<file path="src/rtl/div_pkg.sv">
// Shared widths, FSM state type and the single restoring-division step
// used by seq_divider.
package div_pkg;

   localparam int DIVIDEND_W = 32;
   localparam int DIVISOR_W  = 16;
   localparam int ITER       = 16;
   localparam int CNT_W      = $clog2(ITER);

   typedef enum logic [1:0] {
      IDLE = 2'd0,
      RUN  = 2'd1,
      DONE = 2'd2
   } div_state_e;

   typedef struct packed {
      logic [DIVISOR_W:0]   rem;
      logic [DIVISOR_W-1:0] quo;
   } div_step_t;

   // One restoring iteration: shift {rem, quo} left, keep the trial
   // subtraction only when it does not go negative.
   function automatic div_step_t div_step(input logic [DIVISOR_W:0]   rem,
                                          input logic [DIVISOR_W-1:0] quo,
                                          input logic [DIVISOR_W-1:0] dvs);
      logic [DIVISOR_W:0]   rem_sh;
      logic [DIVISOR_W-1:0] quo_sh;
      logic [DIVISOR_W+1:0] trial;
      {rem_sh, quo_sh} = {rem, quo} << 1;
      trial = {1'b0, rem_sh} - {2'b00, dvs};
      div_step.quo = quo_sh | {{(DIVISOR_W-1){1'b0}}, ~trial[DIVISOR_W+1]};
      div_step.rem = trial[DIVISOR_W+1] ? rem_sh : trial[DIVISOR_W:0];
   endfunction

endpackage

</file>
<file path="src/rtl/div_counter.sv">
// Iteration counter for seq_divider: clear wins over enable, terminal
// flags the last iteration.
module div_counter
   import div_pkg::*;
(
   input  logic clk,
   input  logic reset,
   input  logic clr,
   input  logic en,
   output logic terminal
);

   logic [CNT_W-1:0] count_q;
   logic [CNT_W-1:0] count_d;

   always_comb begin
      count_d = count_q;
      if (clr) begin
         count_d = '0;
      end else if (en) begin
         count_d = count_q + 1'b1;
      end
   end

   always_ff @(posedge clk) begin
      if (reset) begin
         count_q <= '0;
      end else begin
         count_q <= count_d;
      end
   end

   assign terminal = (count_q == CNT_W'(ITER - 1));

endmodule

</file>
<file path="src/rtl/seq_divider.sv">
// 32/16 restoring sequential divider, one quotient bit per cycle.
// Define DIV_ERR_CHECK_EN to add divide-by-zero / overflow early exit.
module seq_divider
   import div_pkg::*;
(
   input  logic                  clk,
   input  logic                  reset,
   input  logic                  start,
   input  logic [DIVIDEND_W-1:0] dividend,
   input  logic [DIVISOR_W-1:0]  divisor,
   output logic                  busy,
   output logic                  done,
   output logic [DIVISOR_W-1:0]  quotient,
   output logic [DIVISOR_W-1:0]  remainder,
   output logic                  div_by_zero,
   output logic                  overflow
);

   div_state_e           state_q, state_d;
   logic [DIVISOR_W:0]   rem_q, rem_d;
   logic [DIVISOR_W-1:0] qsh_q, qsh_d;
   logic [DIVISOR_W-1:0] dvs_q, dvs_d;
   logic [DIVISOR_W-1:0] quotient_q, quotient_d;
   logic [DIVISOR_W-1:0] remainder_q, remainder_d;
   logic                 done_q, done_d;
   logic                 cnt_clr, cnt_en, cnt_term;
   div_step_t            step;
`ifdef DIV_ERR_CHECK_EN
   logic                 dbz_q, dbz_d;
   logic                 ovf_q, ovf_d;
`endif

   div_counter u_counter (
      .clk      (clk),
      .reset    (reset),
      .clr      (cnt_clr),
      .en       (cnt_en),
      .terminal (cnt_term)
   );

   always_comb begin
      state_d     = state_q;
      rem_d       = rem_q;
      qsh_d       = qsh_q;
      dvs_d       = dvs_q;
      quotient_d  = quotient_q;
      remainder_d = remainder_q;
      done_d      = 1'b0;
      cnt_clr     = 1'b0;
      cnt_en      = 1'b0;
`ifdef DIV_ERR_CHECK_EN
      dbz_d       = dbz_q;
      ovf_d       = ovf_q;
`endif
      step = div_step(rem_q, qsh_q, dvs_q);

      case (state_q)
         IDLE: begin
            if (start) begin
               dvs_d   = divisor;
               rem_d   = {1'b0, dividend[DIVIDEND_W-1:DIVISOR_W]};
               qsh_d   = dividend[DIVISOR_W-1:0];
               cnt_clr = 1'b1;
               state_d = RUN;
`ifdef DIV_ERR_CHECK_EN
               // Error cases skip the iterations and report in the next cycle.
               if (divisor == '0) begin
                  state_d     = DONE;
                  done_d      = 1'b1;
                  quotient_d  = '1;
                  remainder_d = dividend[DIVISOR_W-1:0];
                  dbz_d       = 1'b1;
                  ovf_d       = 1'b0;
               end else if (dividend[DIVIDEND_W-1:DIVISOR_W] >= divisor) begin
                  state_d     = DONE;
                  done_d      = 1'b1;
                  quotient_d  = '1;
                  remainder_d = '1;
                  dbz_d       = 1'b0;
                  ovf_d       = 1'b1;
               end
`endif
            end
         end
         RUN: begin
            cnt_en = 1'b1;
            rem_d  = step.rem;
            qsh_d  = step.quo;
            if (cnt_term) begin
               state_d     = DONE;
               done_d      = 1'b1;
               quotient_d  = step.quo;
               remainder_d = step.rem[DIVISOR_W-1:0];
`ifdef DIV_ERR_CHECK_EN
               dbz_d       = 1'b0;
               ovf_d       = 1'b0;
`endif
            end
         end
         DONE: begin
            state_d = IDLE;
         end
         default: begin
            state_d = IDLE;
         end
      endcase
   end

   always_ff @(posedge clk) begin
      if (reset) begin
         state_q     <= IDLE;
         rem_q       <= '0;
         qsh_q       <= '0;
         dvs_q       <= '0;
         quotient_q  <= '0;
         remainder_q <= '0;
         done_q      <= 1'b0;
`ifdef DIV_ERR_CHECK_EN
         dbz_q       <= 1'b0;
         ovf_q       <= 1'b0;
`endif
      end else begin
         state_q     <= state_d;
         rem_q       <= rem_d;
         qsh_q       <= qsh_d;
         dvs_q       <= dvs_d;
         quotient_q  <= quotient_d;
         remainder_q <= remainder_d;
         done_q      <= done_d;
`ifdef DIV_ERR_CHECK_EN
         dbz_q       <= dbz_d;
         ovf_q       <= ovf_d;
`endif
      end
   end

   assign busy      = (state_q == RUN);
   assign done      = done_q;
   assign quotient  = quotient_q;
   assign remainder = remainder_q;
`ifdef DIV_ERR_CHECK_EN
   assign div_by_zero = dbz_q;
   assign overflow    = ovf_q;
`else
   assign div_by_zero = 1'b0;
   assign overflow    = 1'b0;
`endif

endmodule

</file>
<file path="config.mk">
export PLATFORM = sky130hd
export DESIGN_NAME = seq_divider
export DESIGN_NICKNAME = d
export VERILOG_FILES = /design/src/rtl/div_pkg.sv /design/src/rtl/div_counter.sv /design/src/rtl/seq_divider.sv
export SDC_FILE = /design/constraint.sdc
export NUM_CORES = 1
export LEC_CHECK = 0
export ABC_AREA = 1
export CORE_MARGIN = 8
export CORE_UTILIZATION = 55
export CTS_BUF_LIST = sky130_fd_sc_hd__clkbuf_16
export DETAILED_ROUTE_END_ITERATION = 16
export GPL_TIMING_DRIVEN = 0
export PLACE_DENSITY = 0.92
export SLEW_MARGIN = 5
export SYNTH_ARGS = -nofsm -noshare
export SYNTH_HDL_FRONTEND = slang
export SYNTH_HIERARCHICAL = 1
export SYNTH_SLANG_ARGS = --single-unit
</file>
<file path="constraint.sdc">
create_clock -name clk -period 5.6 [get_ports clk]
set_clock_uncertainty 0.15 [all_clocks]
set_input_delay 0.56 -clock clk [delete_from_list [all_inputs] [get_ports clk]]
set_output_delay 0.56 -clock clk [all_outputs]
set_load 0.01 [all_outputs]
</file>
### Yosys cells after proc, flatten, opt, wreduce, memory -nomap -nowiden

Index checks and enable logic that the tools add are counted.

| cells by class | value |
|---|---|
| add/sub/neg operators | 2 |
| $mul | 0 |
| divide/modulo/power cells | 0 |
| magnitude comparators | 0 |
| equal/unequal tests | 4 |
| shift operators | 0 |
| multiplexer cells | 12 |
| bitwise operators | 3 |
| reductions and logical operators | 8 |

Operators with widths:

| cell | number |
|---|---|
| $pmux 16 s2 | 2 |
| $mux 16 | 3 |
| $sub 17x16->18 | 1 |
| $or 16x1->16 | 1 |
| $reduce_and 2->1 | 4 |
| $add 4x1->4 const B | 1 |
| $eq 4x4->1 const B | 1 |
| $mux 1 | 4 |
| $mux 2 | 2 |
| $pmux 2 s2 | 1 |
| $reduce_or 2->1 | 2 |
| $eq 2x1->1 const B | 1 |
| $logic_not 2->1 | 1 |
| $ne 2x1->1 const B | 1 |
| $ne 2x2->1 const B | 1 |
| $not 1->1 | 2 |
| $reduce_bool 2->1 | 1 |

| storage, ports and cells | value |
|---|---|
| register bits after elaboration | 87 |
| bits in latches | 0 |
| bits in writable memories | 0 |
| bits in read-only memories | 0 |
| bits of input ports | 51 |
| output and inout bits | 36 |
| logic and storage cells | 37 |
| memories kept | 0 |

### Depth between registers and ports, before layout

| depth | value |
|---|---|
| word-level depth | 4 |
| mapped depth | 16 |
| gate-level depth less buffers | 16 |

### Cells and area by module

The synthesis kept the hierarchy.

By module, submodules not included:

| module | instances | cells an instance | area each (sq um) | seq. area each (sq um) |
|---|---|---|---|---|
| seq_divider | 1 | 669 | 4546.9 | 1661.6 |
| div_counter | 1 | 23 | 172.7 | 80.1 |

### Least setup slack after synthesis

OpenSTA, ideal clock, no wires.

| path | value |
|---|---|
| path type | register to register |
| start point | reg qsh_q[15] |
| end point | reg remainder_q[14] (netlist: remainder[14]) |
| library setup time | 0.109 ns |
| arrival | 1.751 ns |
| required time | 5.341 ns |
| slack | 3.590 ns |
| cell stages (with the launch flop) | 17 |
| buffers on the path | 0 |
| clock period less this slack | 2.010 ns |
| cells stage by stage | dfxtp_1 -> inv_1 -> ha_1 -> inv_1 -> fa_1 -> nand3_1 -> nand3_1 -> nand2_1 -> nand2_1 -> nand2_1 -> nand2_1 -> nand2_1 -> nand3_1 -> nand2_1 -> nand2_1 -> nand2_1 -> inv_1 |

| on the way | value |
|---|---|
| cells in the longest elaborated chain, start to end | 2 |

Ends and longest elaborated chain:

| item | RTL line | source |
|---|---|---|
| from (decl) | seq_divider.sv:21 | `logic [DIVISOR_W-1:0] qsh_q, qsh_d;` |
| from (signal assigned) | seq_divider.sv:125 | `qsh_q <= qsh_d;` |
| $sub 17x16->18 | div_pkg.sv:30 | `trial = {1'b0, rem_sh} - {2'b00, dvs};` |
| $mux 16 | div_pkg.sv:32 | `div_step.rem = trial[DIVISOR_W+1] ? rem_sh : trial[DIVISOR_W:0];` |
| to (signal assigned) | seq_divider.sv:128 | `remainder_q <= remainder_d;` |
| to (decl) | seq_divider.sv:24 | `logic [DIVISOR_W-1:0] remainder_q, remainder_d;` |

Every way passes these cells.
A chain may end at the register's enable or synchronous reset.

### Final worst setup path

| path | value |
|---|---|
| start point | reg state_q[0] |
| end point | out busy |

| on the way | value |
|---|---|
| cells in the longest elaborated chain, start to end | 1 |

Ends and longest elaborated chain:

| item | RTL line | source |
|---|---|---|
| from (decl) | seq_divider.sv:19 | `div_state_e state_q, state_d;` |
| from (signal assigned) | seq_divider.sv:123 | `state_q <= state_d;` |
| $eq 2x1->1 | seq_divider.sv:137 | `assign busy = (state_q == RUN);` |
| to (decl) | seq_divider.sv:11 | `output logic busy,` |

Every way passes these cells.

==> flow_summary.json <==
{
  "status": "completed",
  "start_util_pct": 57.2,
  "clock-sinks": 87,
  "peakVddDrop_uv": 193,
  "min_from": "dvs_q[8]",
  "drive_above_1_share_pct": 8.32,
  "wl_per_cell_um": 16.1,
  "tightestPinTransition_ps": 614,
  "grt_usage_pct": 24.6,
  "setup_violations": 0,
  "clk_path_buf_depth": 2,
  "rrSetupSlack_ps": 3180,
  "cp_max_fo": 17,
  "via_per_inst": 5.39,
  "hold-path-endpoint": "dvs_q[8]",
  "drt_iter0_markers": 323,
  "grt_setup_unrepaired": "no",
  "grt_antenna_before_repair": 0,
  "rr_startpoint": "qsh_q[15]",
  "regArea_um2": 1740,
  "arrival_ps": 1970,
  "netlist_top_cells_count": "nand2_1, inv_1, dfxtp_1",
  "dp_hpwl_um": 11100,
  "synth_ff_type": "dfxtp_1",
  "start_kind": "flip-flop",
  "ctsHoldBuffers": 0,
  "syn_inst": 692,
  "finalNetCount": 857,
  "final_cells": 898,
  "fin_crit_ps": 2680,
  "htree_levels": 3,
  "die_x_um": 109,
  "ctsResizeCount": 0,
  "die-area_um2": 11800,
  "synth-edff-count": 0,
  "synth.largest_area_cell": "dfxtp_1",
  "cts_tree": "yes",
  "maxCapViolations": 0,
  "fmax_mhz": 373,
  "timing.hold.ws_ps": 312,
  "hold_depth": 2,
  "synth_area_leaders": "dfxtp_1, nand2_1, inv_1",
  "synth-async-reset-ratio_pct": 0,
  "dp.cells": 882,
  "io_buffers": 84,
  "num_rows": 33,
  "finalSetupTns_ps": 0,
  "clk-insertion-delay-late_ps": 340,
  "netlist_area_um2": 4720,
  "ys_types": 39,
  "num_antenna_cells": 0,
  "p_leak_uw": 0.00275,
  "cts_made_buffers": 9,
  "dieHeight_um": 109,
  "clkSlewWorstSetupHoldPaths_ps": 60,
  "fin_crit_sh_pct": 47.9,
  "cts-root-buf": "clkbuf_16",
  "synth_top_area_share_pct": 36.9,
  "endpoint_kind": "output pin",
  "dr.pass1.iters": 6,
  "area_growth_pct": 26.7,
  "reg2reg_to": "rem_q[14]",
  "cts_setup_buffers": 0,
  "grt_overflow": 0,
  "crit_type": "flip-flop to output pin",
  "ys_ff_latch": 87,
  "min_path_type": "flip-flop to flip-flop",
  "ys_warn_count": 6,
  "drc": 0,
  "fill_cells": 655,
  "power_density_nw_per_um2": 327,
  "drt-total-wl_um": 14400,
  "yosysMostFrequentCell": "nand2_1",
  "gp_congestion": 0.958,
  "postSynthAreaPerCell_um2": 6.82,
  "ios": 87,
  "hold_viol": 0,
  "grt_max_degree": 18,
  "grt_pass1_vias": 4817,
  "grt_pass1_wl_um": 23200,
  "synth-seq-area-share_pct": 36.9,
  "max-slew-margin-rel_pct": 59.1,
  "dr_total_vias": 4842,
  "fp.coreArea_um2": 8260,
  "required_ps": 4890,
  "multi_input_area_um2": 2420,
  "final_core_util_pct": 72.4,
  "postRouteAntennaNets": 0,
  "r2r_cells": 13,
  "slew_violations": 0
}
==> through the flow <==
| step | total power [uW] | setup WS, ps | instance area, um2 |
|---|---|---|---|
| 6_report | 1950 | 2920 | 5980 |
| 5_1_grt | 2060 | 2830 | 5980 |
| 4_1_cts | 1940 | 2930 | 5980 |
| 3_5_place_dp | 1370 | 3000 | 5700 |
| 3_3_place_gp | 1360 | 3050 | 5700 |
| 2_1_floorplan | 1190 | 3590 | 4720 |
==> cell usage in the layout, fill, tap and decap left out, types with 15 or more instances in the layout <==
cell             instances
a21oi_1                 39
a31oi_1                 15
clkbuf_1                18
clkdlybuf4s50_1         84
dfxtp_1                 87
ha_1                    17
inv_1                   95
nand2_1                194
nand3_1                 70
nor2_1                  24
o21ai_0                 42
==> per-layer routing <==
| layer | up-vias | global-route usage [%] | wire length [um] |
|---|---|---|---|
| li1 | 2393 | - | - |
| met1 | 2209 | 30.2 | 6240 |
| met2 | 206 | 41.5 | 6810 |
| met3 | 34 | 4.72 | 1050 |
| met4 | 0 | 9.87 | 338 |
| met5 | - | 0 | 0 |
==> worst max-delay path, cell delays in order, from the launching register on <==
cell and delay (ps):
dfxtp_1 330, inv_2 50, nor2_4 230, buf_2 400, clkdlybuf4s50_1 620
==> state kept, by name, summed over array words and instances, names as in the netlist <==
| register | cells |
|---|---|
| qsh_q | 16 |
| done | 1 |
| dvs_q | 16 |
| state_q | 2 |
| quotient | 16 |
| remainder | 16 |
| u_counter/count_q | 4 |
| rem_q | 16 |
==> worst max path at each step <==
stage | slack [ps] | depth (start not counted) | from | endpoint
final | 2920 | 4 | state_q[0] | busy
after detailed placement | 3000 | 9 | start | qsh_q[0]
after global placement | 3050 | 9 | start | rem_q[7]
after global routing | 2830 | 4 | state_q[0] | busy
after floorplan | 3590 | 16 | qsh_q[15] | remainder[14]
after CTS | 2930 | 4 | state_q[0] | busy
==> power by group <==
part	switching (uW)	internal [uW]
Clock	270	306
Sequential	27.2	657
Combinational	441	251
Total	738	1210
==> final cells by class <==
class / instances / area share, %
multi-input combinational: 468 / 40.4
sequential: 87 / 29.1
timing repair buffer: 84 / 14.1
inverter: 106 / 6.66
clock buffer: 9 / 3.77
buffer: 32 / 2.78
tap: 105 / 2.20
clock inverter: 7 / 0.963
==> cells by family (layout without fill, tap and decap cells) <==
group,count (synthesis),count (layout),share of synthesized area (%)
DFF,87,87,36.9
other,1,2,0.0795
AOI/OAI and AO/OA,125,125,15.5
adders and majority gates,18,18,4.93
xor gates and xnor gates,8,8,1.48
buffers and inverters,138,238,12.0
and+or+nand+nor,315,315,29.2
No activity file was read; power rests on OpenSTA's default activity.
